**src/rtl/pkt_hdr_rd_sched.sv**
```systemverilog
// -----------------------------------------------------------------------------
// pkt_hdr_rd_sched
//
// Scheduler/reader for the double-buffered 64x128 packet header RAM.
// Picks one of 8 header slots in the active bank round-robin under an enable
// mask. It reads the slot's 4 RAM lines and emits them as a 4-beat, 134-bit
// packet (head / middle / middle / tail). A programmable idle gap follows
// each tail. The bank is taken from the writer's bank pointer only when a new
// packet is selected, so a bank switch never splits a packet.
//
// Optional feature (macro PKT_HDR_SEQ_STAMP_EN):
//   defined   - the tail beat's [31:0] carries the packet sequence number. This
//               is the pre-increment value of out_sched_pkt_cnt.
//   undefined - the RAM payload passes through unchanged.
//
// Ports:
//   clk, rst               clock, asynchronous active-high reset
//   in_sched_addr_shift    writer bank pointer (read bank = this value)
//   in_sched_test_start    level, enables scheduling
//   in_sched_test_stop     level, stop after the current packet
//   in_sched_slot_mask     per-slot enable, bit i enables slot i
//   in_sched_gap           idle cycles inserted after each tail
//   out_sched_hdr_rd       RAM read enable
//   out_sched_hdr_addr     RAM address {bank, slot, line}
//   in_sched_hdr_rdata     RAM read data, valid 1 cycle after rd
//   out_sched_data         {flag[1:0], 4'b0, payload[127:0]}
//   out_sched_data_wr      beat valid
//   in_sched_data_alf      downstream almost-full, sampled only at SELECT
//   out_sched_slot_id      slot of the packet in flight or last sent
//   out_sched_pkt_cnt      packets emitted since reset
// -----------------------------------------------------------------------------
module pkt_hdr_rd_sched #(
    parameter int LINES_PER_SLOT = 4,
    parameter int GAP_W          = 16
) (
    input  logic               clk,
    input  logic               rst,
    input  logic               in_sched_addr_shift,
    input  logic               in_sched_test_start,
    input  logic               in_sched_test_stop,
    input  logic [7:0]         in_sched_slot_mask,
    input  logic [GAP_W-1:0]   in_sched_gap,
    output logic               out_sched_hdr_rd,
    output logic [5:0]         out_sched_hdr_addr,
    input  logic [127:0]       in_sched_hdr_rdata,
    output logic [133:0]       out_sched_data,
    output logic               out_sched_data_wr,
    input  logic               in_sched_data_alf,
    output logic [2:0]         out_sched_slot_id,
    output logic [31:0]        out_sched_pkt_cnt
);

    typedef enum logic [2:0] {
        S_IDLE,
        S_SELECT,
        S_READ,
        S_DRAIN,
        S_GAP
    } state_t;

    localparam logic [1:0] LAST_LINE = 2'(LINES_PER_SLOT - 1);
    localparam logic [1:0] FLAG_HEAD = 2'b01;
    localparam logic [1:0] FLAG_MID  = 2'b11;
    localparam logic [1:0] FLAG_TAIL = 2'b10;

    state_t             state_q,   state_d;
    logic               bank_q,    bank_d;
    logic [2:0]         slot_q,    slot_d;
    logic [1:0]         line_q,    line_d;
    logic [GAP_W-1:0]   gap_cnt_q, gap_cnt_d;
    logic               rd_q,      rd_d;
    logic [5:0]         addr_q,    addr_d;
    logic               wr_q,      wr_d;
    logic [1:0]         flag_q,    flag_d;
    logic [31:0]        pkt_cnt_q, pkt_cnt_d;

    logic [2:0]         rr_slot;
    logic [127:0]       payload;

    // Round-robin pick: first enabled slot strictly after the last one,
    // searching upward modulo 8. Scanning k from far to near lets the nearest
    // hit win. The default covers the case where only the current slot is set.
    always_comb begin
        rr_slot = slot_q;
        for (int k = 7; k >= 1; k--) begin
            if (in_sched_slot_mask[slot_q + 3'(k)]) begin
                rr_slot = slot_q + 3'(k);
            end
        end
    end

    // NOTE: every signal gets a default before the case statement. Otherwise a
    // path that does not assign it would infer a latch.
    always_comb begin
        state_d   = state_q;
        bank_d    = bank_q;
        slot_d    = slot_q;
        line_d    = line_q;
        gap_cnt_d = gap_cnt_q;
        rd_d      = 1'b0;
        addr_d    = addr_q;
        pkt_cnt_d = pkt_cnt_q;

        // The RAM answers one cycle after rd, so the beat valid and its flag
        // trail the read by exactly one register stage.
        wr_d   = rd_q;
        flag_d = (line_q == 2'd0)      ? FLAG_HEAD :
                 (line_q == LAST_LINE) ? FLAG_TAIL : FLAG_MID;

        case (state_q)
            S_IDLE: begin
                if (in_sched_test_start && !in_sched_test_stop) begin
                    state_d = S_SELECT;
                end
            end

            S_SELECT: begin
                if (in_sched_test_stop || !in_sched_test_start) begin
                    state_d = S_IDLE;
                end else if ((in_sched_slot_mask != 8'd0) && !in_sched_data_alf) begin
                    // Bank and slot are latched here and frozen for the packet.
                    state_d = S_READ;
                    bank_d  = in_sched_addr_shift;
                    slot_d  = rr_slot;
                    line_d  = 2'd0;
                    rd_d    = 1'b1;
                    addr_d  = {in_sched_addr_shift, rr_slot, 2'd0};
                end
            end

            S_READ: begin
                // line_q is the line whose read is on the bus this cycle.
                if (line_q == LAST_LINE) begin
                    state_d = S_DRAIN;
                end else begin
                    line_d = line_q + 2'd1;
                    rd_d   = 1'b1;
                    addr_d = {bank_q, slot_q, line_q + 2'd1};
                end
            end

            S_DRAIN: begin
                pkt_cnt_d = pkt_cnt_q + 32'd1;
                if (in_sched_test_stop) begin
                    state_d = S_IDLE;
                end else if (in_sched_gap == '0) begin
                    state_d = S_SELECT;
                end else begin
                    gap_cnt_d = in_sched_gap - GAP_W'(1);
                    state_d   = S_GAP;
                end
            end

            S_GAP: begin
                if (in_sched_test_stop) begin
                    gap_cnt_d = '0;
                    state_d   = S_IDLE;
                end else if (gap_cnt_q == '0) begin
                    state_d = S_SELECT;
                end else begin
                    gap_cnt_d = gap_cnt_q - GAP_W'(1);
                end
            end

            default: state_d = S_IDLE;
        endcase
    end

    // NOTE: sequential state uses non-blocking assignments only, so every flop
    // samples the pre-edge value of every other flop.
    always_ff @(posedge clk or posedge rst) begin
        if (rst) begin
            state_q   <= S_IDLE;
            bank_q    <= 1'b0;
            slot_q    <= 3'd7;
            line_q    <= 2'd0;
            gap_cnt_q <= '0;
            rd_q      <= 1'b0;
            addr_q    <= 6'd0;
            wr_q      <= 1'b0;
            flag_q    <= 2'b00;
            pkt_cnt_q <= 32'd0;
        end else begin
            state_q   <= state_d;
            bank_q    <= bank_d;
            slot_q    <= slot_d;
            line_q    <= line_d;
            gap_cnt_q <= gap_cnt_d;
            rd_q      <= rd_d;
            addr_q    <= addr_d;
            wr_q      <= wr_d;
            flag_q    <= flag_d;
            pkt_cnt_q <= pkt_cnt_d;
        end
    end

`ifdef PKT_HDR_SEQ_STAMP_EN
    // The tail beat is emitted in DRAIN, before pkt_cnt_q increments, so the
    // stamp is the pre-increment sequence number.
    assign payload = (flag_q == FLAG_TAIL) ? {in_sched_hdr_rdata[127:32], pkt_cnt_q}
                                           : in_sched_hdr_rdata;
`else
    assign payload = in_sched_hdr_rdata;
`endif

    // RAM data arrives in the beat cycle itself. The beat is gated by the
    // registered valid so the bus reads 0 when idle and right after reset.
    assign out_sched_data    = wr_q ? {flag_q, 4'b0000, payload} : 134'd0;
    assign out_sched_data_wr = wr_q;
    assign out_sched_hdr_rd  = rd_q;
    assign out_sched_hdr_addr = addr_q;
    assign out_sched_slot_id = slot_q;
    assign out_sched_pkt_cnt = pkt_cnt_q;

endmodule
```
**config.mk**
```make
export PLATFORM = sky130hd
export DESIGN_NAME = pkt_hdr_rd_sched
export DESIGN_NICKNAME = d
export VERILOG_FILES = /design/src/rtl/pkt_hdr_rd_sched.sv
export SDC_FILE = /design/constraint.sdc
export NUM_CORES = 1
export LEC_CHECK = 0
export CORE_AREA = 2 2 130 132
export DETAILED_ROUTE_END_ITERATION = 8
export DIE_AREA = 0 0 132 134
export PLACE_DENSITY = 0.79
export SYNTH_ARGS = -nofsm -noshare
export SYNTH_HDL_FRONTEND = slang
export SYNTH_SLANG_ARGS = --single-unit
```
**constraint.sdc**
```tcl
create_clock -name clk -period 3.2 [get_ports clk]
set_input_delay 0.48 -clock clk [delete_from_list [all_inputs] [get_ports clk]]
set_output_delay 0.48 -clock clk [all_outputs]
set_load 0.02 [all_outputs]
```
==> flow_metrics.py <==
metrics = {
    "drt": {
        "avgRoutedWirePerCell_um": 20.2,
        "viasPerCell": 5.09,
        "drtPass1Iterations": 5,
        "final_antenna_net_count": 0,
        "drc": 0,
        "first_iter_violations": 396,
        "drt-total-wl_um": 23900,
        "vias": 6024,
    },
    "timing": {
        "finClkSkew_ps": 7.75,
        "setup-violations-final": 0,
        "max_freq_ghz": 0.338,
        "drv_slew": 0,
        "rsz0062_at_grt": "false",
        "final.setup.tns_ps": 0,
        "hold_viol": 0,
        "max_slew_margin": 0.618,
        "min_period_ps": 2950,
        "worst_pin_slew_ps": 567,
        "fin_ws_ps": 245,
        "fin_crit_sh": 0.923,
    },
    "floorplanning": {
        "core_area_um2": 16300,
        "die_w_um": 132,
        "fp.dieH_um": 134,
        "dieArea_um2": 17700,
        "row_count": 47,
        "io_pins": 335,
        "start_util": 0.331,
    },
    "grt": {
        "grt_max_degree": 69,
        "grt_use_total": 0.261,
        "gr-max-usage-layer": "met2",
        "grt_pass1_vias": 5776,
        "gr-usage-met2": 0.413,
        "grt_overflow": 0,
        "grt_pass1_wl_um": 35300,
        "met3_usage": 0.0843,
        "use_met1": 0.344,
        "antenna_found_initial": 2,
    },
    "clocking": {
        "cts_setup_buffers": 0,
        "h-tree-depth": 3,
        "cts.sinks": 65,
        "clock_path_buffers": 2,
        "cts-root-buf": "clkbuf_16",
        "clk_pin_slew_ps": 60,
        "cts_inserted_buffers": 9,
        "postCtsResizedCells": 0,
        "cts_hold_buffers": 0,
        "clock_latency_ps": 330,
        "cts_tree": "built",
    },
    "min_path": {
        "hold_path.class": "reg2reg",
        "min_path_cells": 0,
    },
    "synthesis": {
        "syn_avg_cell_area_um2": 8.49,
        "ys_warn_count": 0,
        "synth_edf_count": 0,
        "ys_seq_area_frac": 0.302,
        "synthArstFlopShare": 1.00,
        "synth_cell_types": 71,
        "synth_cells": 636,
        "yosysTopAreaCell": "dfrtp_1",
        "synthTopCellsByArea": "dfrtp_1, and2_1, xnor2_1",
        "syn_area_um2": 5400,
        "synth_flop_cell": "dfrtp_1",
        "yosys.area.top_type_share": 0.287,
        "ys_ff_latch": 65,
    },
    "layout": {
        "fill_cells": 1494,
        "fin_util": 0.568,
        "seq_area_um2": 1630,
        "final_common_cell": "clkdlybuf4s50_1",
        "finalNetCount": 1123,
        "drive_gt1_frac": 0.0625,
        "finish.instance_area_um2": 9260,
        "layout.cells.non_filler": 1183,
        "final_cell_mix": "clkdlybuf4s50_1, and2_1, dfrtp_1, nand2_1, nor2_1",
        "area_delta_synth_final_pct": 71.6,
        "multi_input_comb_area_um2": 3490,
    },
    "setup_path": {
        "critical_path_class": "reg2reg",
        "worstReg2RegEnd": "out_sched_hdr_addr[3]",
        "critPathArrivalTime_ps": 3170,
        "worstPathRequired_ps": 3410,
        "crit_path_start_kind": "flop",
        "crit_start": "out_sched_slot_id[0]",
        "r2r_start": "out_sched_slot_id[0]",
        "cp_max_fo": 8,
        "crit_end": "out_sched_hdr_addr[3]",
        "r2r_setup_slack_ps": 250,
        "end_kind": "flop",
        "reg2regPathDepth": 8,
    },
    "flow_run": {
        "maxCapViolCount": 0,
    },
    "placed_design": {
        "gp_congestion": 0.943,
        "dp_hpwl_um": 19400,
        "dpl_worst_slack_ps": 254,
        "placed_cell_area_um2": 8940,
        "placedCellCount": 1164,
        "io_buffers": 330,
    },
    "run_status": {
        "outcome": "finished clean",
    },
    "power_and_ir_drop": {
        "powerDensity_nw_per_um2": 711,
        "cellLeakagePower_nw": 3.67,
        "ir_drop_v": 0.000373,
    },
}
==> metal layers <==
metal / vias up / part of all wire / routed length [um]
li1: 2852 / - / -
met1: 2873 / 0.43 / 10200
met2: 262 / 0.46 / 11000
met3: 33 / 0.088 / 2110
met4: 4 / 0.020 / 484
met5: - / 0.0026 / 62
==> sequential cells by signal (all words and copies together), names as in the netlist <==
signal and count:
bank_q 1, flag_q 2, gap_cnt_q 16, line_q 1, out_sched_data_wr 1, out_sched_hdr_addr 5, out_sched_hdr_rd 1, out_sched_pkt_cnt 32
out_sched_slot_id 3, state_q 3
==> per-stage QoR <==
step	hold slack, ps	power [mW]
after global placement	361	5.51
after CTS	374	6.58
after floorplan	445	3.79
final	372	6.58
after global routing	377	6.93
after detailed placement	361	5.52
==> how the worst min path moves through the flow <==
stage | slack (ps) | endpoint | start
after floorplan | 450 | bank_q | bank_q
after global placement | 360 | out_sched_data_wr | out_sched_hdr_rd
after detailed placement | 360 | out_sched_data_wr | out_sched_hdr_rd
after CTS | 370 | out_sched_data_wr | out_sched_hdr_rd
after global routing | 380 | out_sched_data_wr | out_sched_hdr_rd
final | 370 | out_sched_data_wr | out_sched_hdr_rd
==> area by class of cell <==
cell class	count	share of cell area
Multi-Input combinational cell	509	0.377
Timing Repair Buffer	347	0.373
Sequential cell	65	0.176
Tap cell	220	0.0297
Clock buffer	11	0.0273
Inverter	23	0.00932
Clock inverter	5	0.00649
Antenna cell	3	0.000811
==> synthesized netlist by cell type (3+ instances only) <==
master and count:
and3_1 6, a22o_1 4, or4_1 3, ha_1 10
clkbuf_1 29, dfstp_2 3, nor4_1 7, nor3_1 12
buf_6 3, nand4_1 7, a211o_1 5, o31ai_1 6
xor2_1 13, mux2_2 5, xnor2_1 34, nand3_1 24
o21ai_0 25, buf_2 4, dfrtp_1 62, nand2b_1 6
a22oi_1 4, a32o_1 3, o211ai_1 5, mux2i_1 16
mux4_1 3, and2_1 134, a21oi_1 16, nor2b_1 5
nor3b_1 3, inv_1 23, o22ai_1 6, mux4_2 8
a31oi_1 3, nor2_1 39, or3_1 6, buf_4 4
nand2_1 49
==> critical path: stages (launching register included) <==
cell and delay, ps:
dfstp_2 530, inv_1 120, ha_1 530, mux2i_1 130, mux4_2 510, a211o_1 320, a221o_1 310, a311oi_2 310
o21ai_1 90
==> power breakdown <==
group	internal (mW)	switching (mW)
sequential	1.04	0.243
clock	0.649	0.368
combinational	1.99	2.29
total	3.68	2.90
==> logic make-up (layout without fill, tap and decap cells) <==
group,after synthesis,after routing,share of synthesized area
xor+xnor,47,47,0.0763
simple gates,313,313,0.322
compound gates,102,102,0.132
buf+inv,65,386,0.0533
other cells,1,7,0.000695
mux,33,33,0.0909
fa+ha+maj,10,10,0.0232
flops,65,65,0.302
No activity file was read; power rests on OpenSTA's default activity.
